$ cat src/rtl/irrigation_pkg.sv
// Shared codes and constants for the irrigation scheduler slice.
// State, irrigation-command and arbiter encodings plus the timer width.
package irrigation_pkg;

  localparam int TMR_W = 16;

  typedef enum logic [1:0] {
    ST_E = 2'b00,
    ST_A = 2'b01,
    ST_G = 2'b10,
    ST_L = 2'b11
  } fsm_state_t;

  typedef enum logic [1:0] {
    IRR_NO = 2'b00,
    IRR_AS = 2'b01,
    IRR_GS = 2'b10,
    IRR_SP = 2'b11
  } irr_code_t;

  typedef enum logic {
    ARB_IDLE    = 1'b0,
    ARB_GRANTED = 1'b1
  } arb_state_t;

  // A zero dwell would never expire, so it is promoted to one tick.
  function automatic logic [TMR_W-1:0] dur_clip(input int dur);
    if (dur < 1) return TMR_W'(1);
    return TMR_W'(dur);
  endfunction

endpackage

$ cat src/rtl/state_timer.sv
// Dwell timer for the main FSM: prescaler, tick counter and done flag.
// Emits a single time_over pulse per state visit.
module state_timer
  import irrigation_pkg::*;
#(
  parameter int TICK_DIV = 4,
  parameter int DUR_E    = 2,
  parameter int DUR_A    = 3,
  parameter int DUR_G    = 5,
  parameter int DUR_L    = 2
) (
  input  logic       clock,
  input  logic       reset_n,
  input  logic [1:0] state,
  output logic [1:0] state_q,
  output logic       time_over
);

  localparam logic [TMR_W-1:0] PRESC_LAST = TMR_W'(TICK_DIV - 1);

  logic [TMR_W-1:0] presc_reg, presc_next, cnt_reg, cnt_next;
  logic [TMR_W-1:0] presc_eff, cnt_eff, dur_last;
  logic             done_reg, done_next, done_eff;
  logic [1:0]       state_reg;
  logic             entry, tick, expire;

  always_comb begin
    // The entry cycle behaves as if the timer had already been cleared.
    entry     = (state != state_reg);
    presc_eff = entry ? '0 : presc_reg;
    cnt_eff   = entry ? '0 : cnt_reg;
    done_eff  = entry ? 1'b0 : done_reg;

    case (fsm_state_t'(state))
      ST_E:    dur_last = dur_clip(DUR_E) - TMR_W'(1);
      ST_A:    dur_last = dur_clip(DUR_A) - TMR_W'(1);
      ST_G:    dur_last = dur_clip(DUR_G) - TMR_W'(1);
      default: dur_last = dur_clip(DUR_L) - TMR_W'(1);
    endcase

    tick       = (presc_eff == PRESC_LAST);
    expire     = tick && (cnt_eff == dur_last) && !done_eff;
    presc_next = tick ? '0 : presc_eff + TMR_W'(1);
    cnt_next   = (tick && !done_eff && !expire) ? cnt_eff + TMR_W'(1) : cnt_eff;
    done_next  = done_eff | expire;
  end

  always_ff @(posedge clock or negedge reset_n) begin
    if (!reset_n) begin
      presc_reg <= '0;
      cnt_reg   <= '0;
      done_reg  <= 1'b0;
      state_reg <= ST_E;
    end else begin
      presc_reg <= presc_next;
      cnt_reg   <= cnt_next;
      done_reg  <= done_next;
      state_reg <= state;
    end
  end

  assign state_q   = state_reg;
  assign time_over = expire & reset_n;

endmodule

$ cat src/rtl/irrigation_scheduler.sv
// Zone arbiter and valve/pump decode around the dwell timer.
// Grants are latched in E and released on the L->E transition.
module irrigation_scheduler
  import irrigation_pkg::*;
#(
  parameter int TICK_DIV = 4,
  parameter int DUR_E    = 2,
  parameter int DUR_A    = 3,
  parameter int DUR_G    = 5,
  parameter int DUR_L    = 2,
  parameter int MERGE    = 1
) (
  input  logic       clock,
  input  logic       reset_n,
  input  logic [1:0] state,
  input  logic       req_asp,
  input  logic       req_drip,
  output logic [1:0] irrigation,
  output logic       time_over,
  output logic       valve_asp,
  output logic       valve_drip,
  output logic       pump_on
);

  arb_state_t arb_reg, arb_next;
  logic [1:0] grant_reg, grant_next;
  logic       ptr_reg, ptr_next;  // 0 = aspersion next, 1 = drip next
  logic [1:0] state_q;
  logic       release_cyc;

  state_timer #(
    .TICK_DIV (TICK_DIV),
    .DUR_E    (DUR_E),
    .DUR_A    (DUR_A),
    .DUR_G    (DUR_G),
    .DUR_L    (DUR_L)
  ) u_timer (
    .clock     (clock),
    .reset_n   (reset_n),
    .state     (state),
    .state_q   (state_q),
    .time_over (time_over)
  );

  always_comb begin
    arb_next    = arb_reg;
    grant_next  = grant_reg;
    ptr_next    = ptr_reg;
    release_cyc = (state_q == ST_L) && (state == ST_E);
    case (arb_reg)
      ARB_IDLE: begin
        if ((state == ST_E) && (req_asp || req_drip)) begin
          arb_next = ARB_GRANTED;
          if (req_asp && req_drip)
            grant_next = (MERGE != 0) ? IRR_SP : (ptr_reg ? IRR_GS : IRR_AS);
          else
            grant_next = req_asp ? IRR_AS : IRR_GS;
        end
      end
      default: begin
        if (release_cyc) begin
          arb_next   = ARB_IDLE;
          grant_next = IRR_NO;
          // A merged grant served both zones, so fairness is unaffected.
          if (grant_reg == IRR_AS)      ptr_next = 1'b1;
          else if (grant_reg == IRR_GS) ptr_next = 1'b0;
        end
      end
    endcase
  end

  always_ff @(posedge clock or negedge reset_n) begin
    if (!reset_n) begin
      arb_reg   <= ARB_IDLE;
      grant_reg <= IRR_NO;
      ptr_reg   <= 1'b0;
    end else begin
      arb_reg   <= arb_next;
      grant_reg <= grant_next;
      ptr_reg   <= ptr_next;
    end
  end

  // Outputs are forced low while reset is held, regardless of state.
  assign irrigation = grant_reg;
  assign pump_on    = reset_n & ((state == ST_A) || (state == ST_G));
  assign valve_asp  = reset_n & (state == ST_G) & grant_reg[0];
  assign valve_drip = reset_n & (state == ST_G) & grant_reg[1];

endmodule

$ cat config.mk
export PLATFORM = sky130hd
export DESIGN_NAME = irrigation_scheduler
export DESIGN_NICKNAME = d
export VERILOG_FILES = /design/src/rtl/irrigation_pkg.sv /design/src/rtl/state_timer.sv /design/src/rtl/irrigation_scheduler.sv
export SDC_FILE = /design/constraint.sdc
export NUM_CORES = 1
export LEC_CHECK = 0
export CORE_MARGIN = 2
export CORE_UTILIZATION = 59
export DETAILED_ROUTE_END_ITERATION = 8
export GPL_ROUTABILITY_DRIVEN = 0
export PLACE_DENSITY = 0.79
export SLEW_MARGIN = 20
export SYNTH_ARGS = -nofsm -noshare
export SYNTH_HDL_FRONTEND = slang
export SYNTH_HIERARCHICAL = 1
export SYNTH_SLANG_ARGS = --single-unit
$ cat constraint.sdc
create_clock -name clock -period 3.5 [get_ports clock]
set_input_delay 0.35 -clock clock [delete_from_list [all_inputs] [get_ports clock]]
set_output_delay 0.35 -clock clock [all_outputs]
set_load 0.1 [all_outputs]
==> reports/metrics.csv, run 1 <==
metric;value;unit
Synth top area share;43.9;%
Gate Count Post-Synth;228;
Max Fclk;312;MHz
first-pass GRT wire length;8110;um
die area;4180;um^2
#FFs+latches synth;38;
worst path required time;3150;ps
syn_nets;240;
H-tree depth;2;
TNS Setup;0;ps
initial DRC count;141;
Lkg Pwr;1.10;nW
Clock Skew;3.72;ps
CP startpoint;state[0];
CTS Sinks;38;
area leader, netlist;dfrtp_1;
final max-slew violation count;0;
status;complete, no violations;
RSZ-0062 raised after global routing;no;
Reg power frac;40.3;%
Worst Setup EP;time_over;
Finished Layout Cells;297;
hpwl dp;3140;um
number of global-route vias before repair;1738;
Net Switching;0.372;mW
RR Endpoint;u_timer/cnt_reg[6];
Setup-failing EPs final;0;
synth top area cells;dfrtp_1 44%, xnor2_1 5.7%, nand2_1 4.7%;
I/O Pins;12;
crit end category;primary output;
peak fanout along the critical path;7;
largest net degree at the start of global routing;28;
starting density of the core;60.1;%
P per Cell Area;481;nW/um^2
# diodes;0;
CTS clock-pin slew for the worst setup and hold paths;80;ps
WL met1;2110;um
DRC;0;
critical path arrival;2850;ps
Cell Rows;22;
total grt overflow;0;
max-cap violations;0;
clock network power share;38.4;%
all-layer global routing usage;25.5;%
final critical-path share of the clock period;91.5;%
CTS tree;built;
Final Hold Viols;0;
worst reg2reg path startpoint;u_timer/state_q[0];
crit start category;input port;
P&R area growth vs syn;15.7;%
die span in x;64.6;um
Internal;0.836;mW
Root Buffer;clkbuf_8;
number of synthesized flops with an enable pin;0;
wire per inst;16.0;um
measured slew at the worst slew-check pin;987;ps
HP Class;input port to asynchronous set/reset pin;
Post-DRT Antenna Nets;0;
Post-Place Cells;288;
drt pass-1 iters;4;
TritonCTS buffer count;5;
IO Port Bufs;11;
final WL;4740;um
peak supply drop;244;uV
initial antenna violation count;0;
top layer in use;met4;
warnings from Yosys;6;
kind of critical path;input port to primary output;
syn_area_per_cell;9.51;um^2
CTS Buffer Depth;2;
register-to-register setup slack;620;ps
min Tclk post-route;3200;ps
clk_lat worst skew;290;ps
area of the core;3610;um^2
WL met2;2390;um
Post-Syn Area;2170;um^2
Final Power;1.21;mW
via count;1792;
Comb pwr share;21.3;%
chip height;64.6;um
Vias per Instance;6.03;
slew margin rel.;34.0;%
post-synthesis sequential area ratio;43.9;%
top_reg_cell synth;dfrtp_1;
R2R depth;9;
# nets final;260;
met3 wire len;156;um
number of library cell types mapped by synthesis;44;
switching share of total power;30.8;%
share of cells above drive strength 1;14.1;%
Async S/R FF share, synth;100;%
area by class of cell:
cell class              count  area, um^2
well taps                  48        60.1
fillers                   284        1100
clock inverters             2        60.1
flip-flops and latches     38         951
inverters                   8        30.0
clock buffers               6        82.6
repair buffers             19         170
multi-input cells         176        1150
critical path, cell delays in order:
cell             delay, ps
clkdlybuf4s50_1        530
xnor2_2                300
and3_1                 220
ha_1                   180
nor4b_1                210
and4_2                 310
o211a_1                320
and3_2                 260
buf_12                 170
cell usage after synthesis (all sizes together) (2+ instances only):
cell and count:
or4 8, and4 3, inv 8, nor2 21, nand4 6, and3 10
and2 3, o2bb2ai 2, dfrtp 38, ha 6, nand2 27, o21ai 9
a22oi 2, or3 2, xor2 11, a21oi 3, clkbuf 5, xnor2 14
nor4 6, nor3 11, nand3 17, a2bb2oi 2
kinds of logic (layout without fill, tap and decap cells):
kind of cell,Yosys count,in the layout,share of synthesized area (%)
AO/OA/AOI/OAI,24,24,7.96
adder cells (fa/ha/maj),6,6,3.46
AND/OR/NAND/NOR,120,120,30.5
multiplexers,1,1,0.519
flip-flops,38,38,43.9
buffers and inverters,14,35,3.23
XOR/XNOR,25,25,10.4
layer usage:
metal  GRT usage, %  vias to the layer above
li1               -                      850
met1           31.0                      893
met2           44.3                       40
met3           5.03                        9
met4           10.9                        0
met5              0                        -
layout by cell type, fill, tap and decap left out, drive strengths merged, types with 3 or more instances in the layout:
master and n:
dfrtp 38, nand2 27, nor2 21, nand3 17, xnor2 14, buf 12
nor3 11, xor2 11, and3 10, o21ai 9, inv 8, or4 8
ha 6, clkbuf 6, clkdlybuf4s50 6, nand4 6, nor4 6, and2 3
a21oi 3, and4 3
timing repair:
item / CTS / global route
gates resized for setup: 0 / 1
buffers inserted: 0 / 0
hold endpoints to repair: 11 / 0
hold buffers: 1 / 0
setup endpoints to repair: 0 / 1
stage by stage:
stage / setup slack, ps / hold WS, ps / instance area, um^2 / utilization [%]
final: 296 / 480 / 2510 / 69.6
after global routing: 76.7 / 518 / 2510 / 69.6
after CTS: 188 / 477 / 2500 / 69.4
after detailed placement: 100 / 265 / 2350 / 65.1
after global placement: 244 / 261 / 2350 / 65.1
after floorplan: 823 / 54.4 / 2170 / -
worst min-delay path by stage:
stage,start,endpoint
after global placement,reset_n,u_timer/cnt_reg[0]
after global routing,reset_n,u_timer/cnt_reg[9]
after CTS,reset_n,u_timer/cnt_reg[0]
after detailed placement,reset_n,u_timer/cnt_reg[1]
after floorplan,reset_n,arb_reg
final,reset_n,u_timer/cnt_reg[0]
power by group through the flow:
stage	clock network, mW	logic (mW)	registers [mW]
after floorplan	0	0.0994	0.571
after global placement	0	0.247	0.491
after detailed placement	0	0.252	0.491
after CTS	0.471	0.257	0.485
after global routing	0.489	0.271	0.489
final	0.464	0.257	0.486
Note: power is estimated with default switching activity, not from simulation.
==> inputs of run 2 (changes only) <==
--- a/config.mk
+++ b/config.mk
@@ -9,6 +9,7 @@
 export CORE_UTILIZATION = 59
 export DETAILED_ROUTE_END_ITERATION = 8
 export GPL_ROUTABILITY_DRIVEN = 0
+export HOLD_SLACK_MARGIN = 0.15
 export PLACE_DENSITY = 0.79
 export SLEW_MARGIN = 20
 export SYNTH_ARGS = -nofsm -noshare
==> results of run 2 <==
Same layout as run 1: the final DEF is identical, and so are final timing and power.
==> inputs of run 3 (changes only) <==
--- a/config.mk
+++ b/config.mk
@@ -5,8 +5,10 @@
 export SDC_FILE = /design/constraint.sdc
 export NUM_CORES = 1
 export LEC_CHECK = 0
+export ABC_AREA = 1
 export CORE_MARGIN = 2
-export CORE_UTILIZATION = 59
+export CORE_UTILIZATION = 60
+export CTS_CLUSTER_DIAMETER = 80
 export DETAILED_ROUTE_END_ITERATION = 8
 export GPL_ROUTABILITY_DRIVEN = 0
 export HOLD_SLACK_MARGIN = 0.15
==> reports/metrics.csv, run 3 <==
metric;value;unit;change
status;complete, no violations;;unchanged
min Tclk post-route;2970;ps;was 3200 ps
# diodes;0;;unchanged
H-tree depth;2;;unchanged
measured slew at the worst slew-check pin;964;ps;was 987 ps
Async S/R FF share, synth;100;%;unchanged
worst path required time;3150;ps;about the same
setup bufs post-CTS;0;;unchanged
final WL;6400;um;was 4740 um
CP top delay family;simple AND/OR/NAND/NOR gates;;unchanged
Post-Syn Area;2820;um^2;was 2170 um^2
RR Endpoint;u_timer/cnt_reg[11];;was u_timer/cnt_reg[6]
die area;5270;um^2;was 4180 um^2
clk_lat worst skew;290;ps;about the same
number of library cell types mapped by synthesis;33;;was 44
CTS clock-pin slew for the worst setup and hold paths;80;ps;about the same
largest net degree at the start of global routing;23;;was 28
chip height;72.6;um;was 64.6 um
I/O Pins;12;;unchanged
via count;2562;;was 1792
TNS Setup;0;ps;unchanged
first-pass GRT wire length;11300;um;was 8110 um
number of synthesized flops with an enable pin;0;;unchanged
# nets final;435;;was 260
hpwl dp;4650;um;was 3140 um
IO Port Bufs;11;;unchanged
crit start category;input port;;unchanged
peak supply drop;355;uV;was 244 uV
initial antenna violation count;0;;unchanged
# fillers;361;;was 284
crit end category;primary output;;unchanged
synth top area cells;dfrtp_1 34%, nand2_1 14%, inv_1 8.6%;;was dfrtp_1 44%, xnor2_1 5.7%, nand2_1 4.7%
final design utilization;69.7;%;was 69.6%
Post-DRT Antenna Nets;0;;unchanged
#FFs+latches synth;38;;unchanged
syn_area_per_cell;6.92;um^2;was 9.51 um^2
final critical-path share of the clock period;85.0;%;was 91.5%
HP Class;input port to asynchronous set/reset pin;;unchanged
number of global-route vias before repair;2476;;was 1738
Vias per Instance;5.38;;was 6.03
Gate Count Post-Synth;408;;was 228
max-cap violations;0;;unchanged
kind of critical path;input port to primary output;;unchanged
drt pass-1 iters;4;;unchanged
area of the core;4440;um^2;was 3610 um^2
total grt overflow;0;;unchanged
TritonCTS buffer count;5;;unchanged
RSZ-0062 raised after global routing;no;;unchanged
Worst Path Buf+Inv;2;;unchanged
warnings from Yosys;6;;unchanged
most frequent CP cell;nand2_1;;
Final Hold Viols;0;;unchanged
final max-slew violation count;0;;unchanged
initial DRC count;218;;was 141
peak fanout along the critical path;8;;was 7
area leader, netlist;dfrtp_1;;unchanged
CTS Buffer Depth;2;;unchanged
critical path arrival;2620;ps;was 2850 ps
top_reg_cell synth;dfrtp_1;;unchanged
Max Fclk;336;MHz;was 312 MHz
CTS Sinks;38;;unchanged
all-layer global routing usage;27.4;%;was 25.5%
syn_nets;420;;was 240
Max stage delay on crit path;610;ps;was 530 ps
CTS tree;built;;unchanged
CP Cell Sequence;clkdlybuf4s50_1 -> nand2_1 -> nand2_1 -> nand2_2 -> nor2_1 -> ha_1 -> nand2_1 -> nor2_1 -> nand2_2 -> nor2_4 -> nand2_1 -> nor2_2 -> buf_12;;was clkdlybuf4s50_1 -> xnor2_2 -> and3_1 -> ha_1 -> nor4b_1 -> and4_2 -> o211a_1 -> and3_2 -> buf_12
post-synthesis sequential area ratio;33.7;%;was 43.9%
R2R depth;12;;was 9
Final Hold Slack;560;ps;was 480 ps
Synth top area share;33.7;%;was 43.9%
wire per inst;13.5;um;was 16.0 um
Lkg Pwr;1.64;nW;was 1.10 nW
die span in x;72.6;um;was 64.6 um
worst reg2reg path startpoint;u_timer/state_q[0];;unchanged
slew margin rel.;35.6;%;was 34.0%
most common cell after layout, fill and taps aside;nand2_1;;was dfrtp_1
top-count cell post-synth;nand2_1;;was dfrtp_1
Final Power;1.10;mW;was 1.21 mW
DRC;0;;unchanged
P per Cell Area;355;nW/um^2;was 481 nW/um^2
P&R area growth vs syn;9.61;%;was 15.7%
Post-synth top cells;108 x nand2_1, 65 x inv_1, 51 x nor2_1;;was 38 x dfrtp_1, 27 x nand2_1, 21 x nor2_1
starting density of the core;63.5;%;was 60.1%
slowest CP cell;clkdlybuf4s50_1;;unchanged
register-to-register setup slack;1030;ps;was 620 ps
most frequent cells in the layout;108 x nand2_1, 65 x inv_1, 50 x nor2_1;;was 38 x dfrtp_1, 27 x nand2_1, 21 x nor2_1
Cell Rows;24;;was 22
Clock Skew;4.04;ps;was 3.72 ps
Setup-failing EPs final;0;;unchanged
Root Buffer;clkbuf_8;;unchanged
share of cells above drive strength 1;11.3;%;was 14.1%
## run 3: stage by stage
step                cells  instance area, um^2  worst slack (ps)
floorplan             408                 2830               115
global placement      467                 2970               620
detailed placement    467                 2970               538
CTS                   476                 3100               527
global route          476                 3100               285
finish                476                 3100               526
## run 3: cell families after synthesis
group	count (synthesis)	share of synthesized area (%)
AOI/OAI and AO/OA	19	4.03
buffers and inverters	80	12.0
adders and majority gates	6	2.66
and+or+nand+nor	247	41.8
DFF	38	33.7
xor gates and xnor gates	18	5.85
## run 3: how the worst max path moves through the flow
stage	startpoint	to	slack (ps)	cells past startpoint
2_1_floorplan	u_timer/state_q[0]	time_over	120	15
4_1_cts	state[1]	time_over	530	13
6_report	state[1]	time_over	530	13
5_1_grt	state[1]	time_over	280	14
3_5_place_dp	state[1]	time_over	540	13
3_3_place_gp	state[0]	time_over	620	12
## run 3: what timing repair did
item | in CTS | in global routing
hold buffers | 1 | 0
hold endpoints to repair | 17 | 0
gates resized for setup | 0 | 0
## run 3: where the power goes
group	internal, mW	switching [mW]	total (mW)
Sequential	0.458	0.0168	0.475
Combinational	0.0582	0.184	0.242
Clock	0.212	0.169	0.381
Total	0.728	0.370	1.10
## run 3: metal layers
layer	vias up	GRT usage, %	wire (um)
li1	1315	-	-
met1	1158	38.5	3040
met2	80	43.1	2900
met3	9	4.56	369
met4	0	8.85	91
met5	-	0	0
## run 3: area by class of cell
class	count	area [um^2]	area share, %
Clock buffer	5	68.8	2.22
Clock inverter	3	45.0	1.46
Inverter	69	259	8.37
Multi-Input combinational cell	290	1540	49.6
Sequential cell	38	951	30.7
Tap cell	52	65.1	2.10
Timing Repair Buffer	19	170	5.50
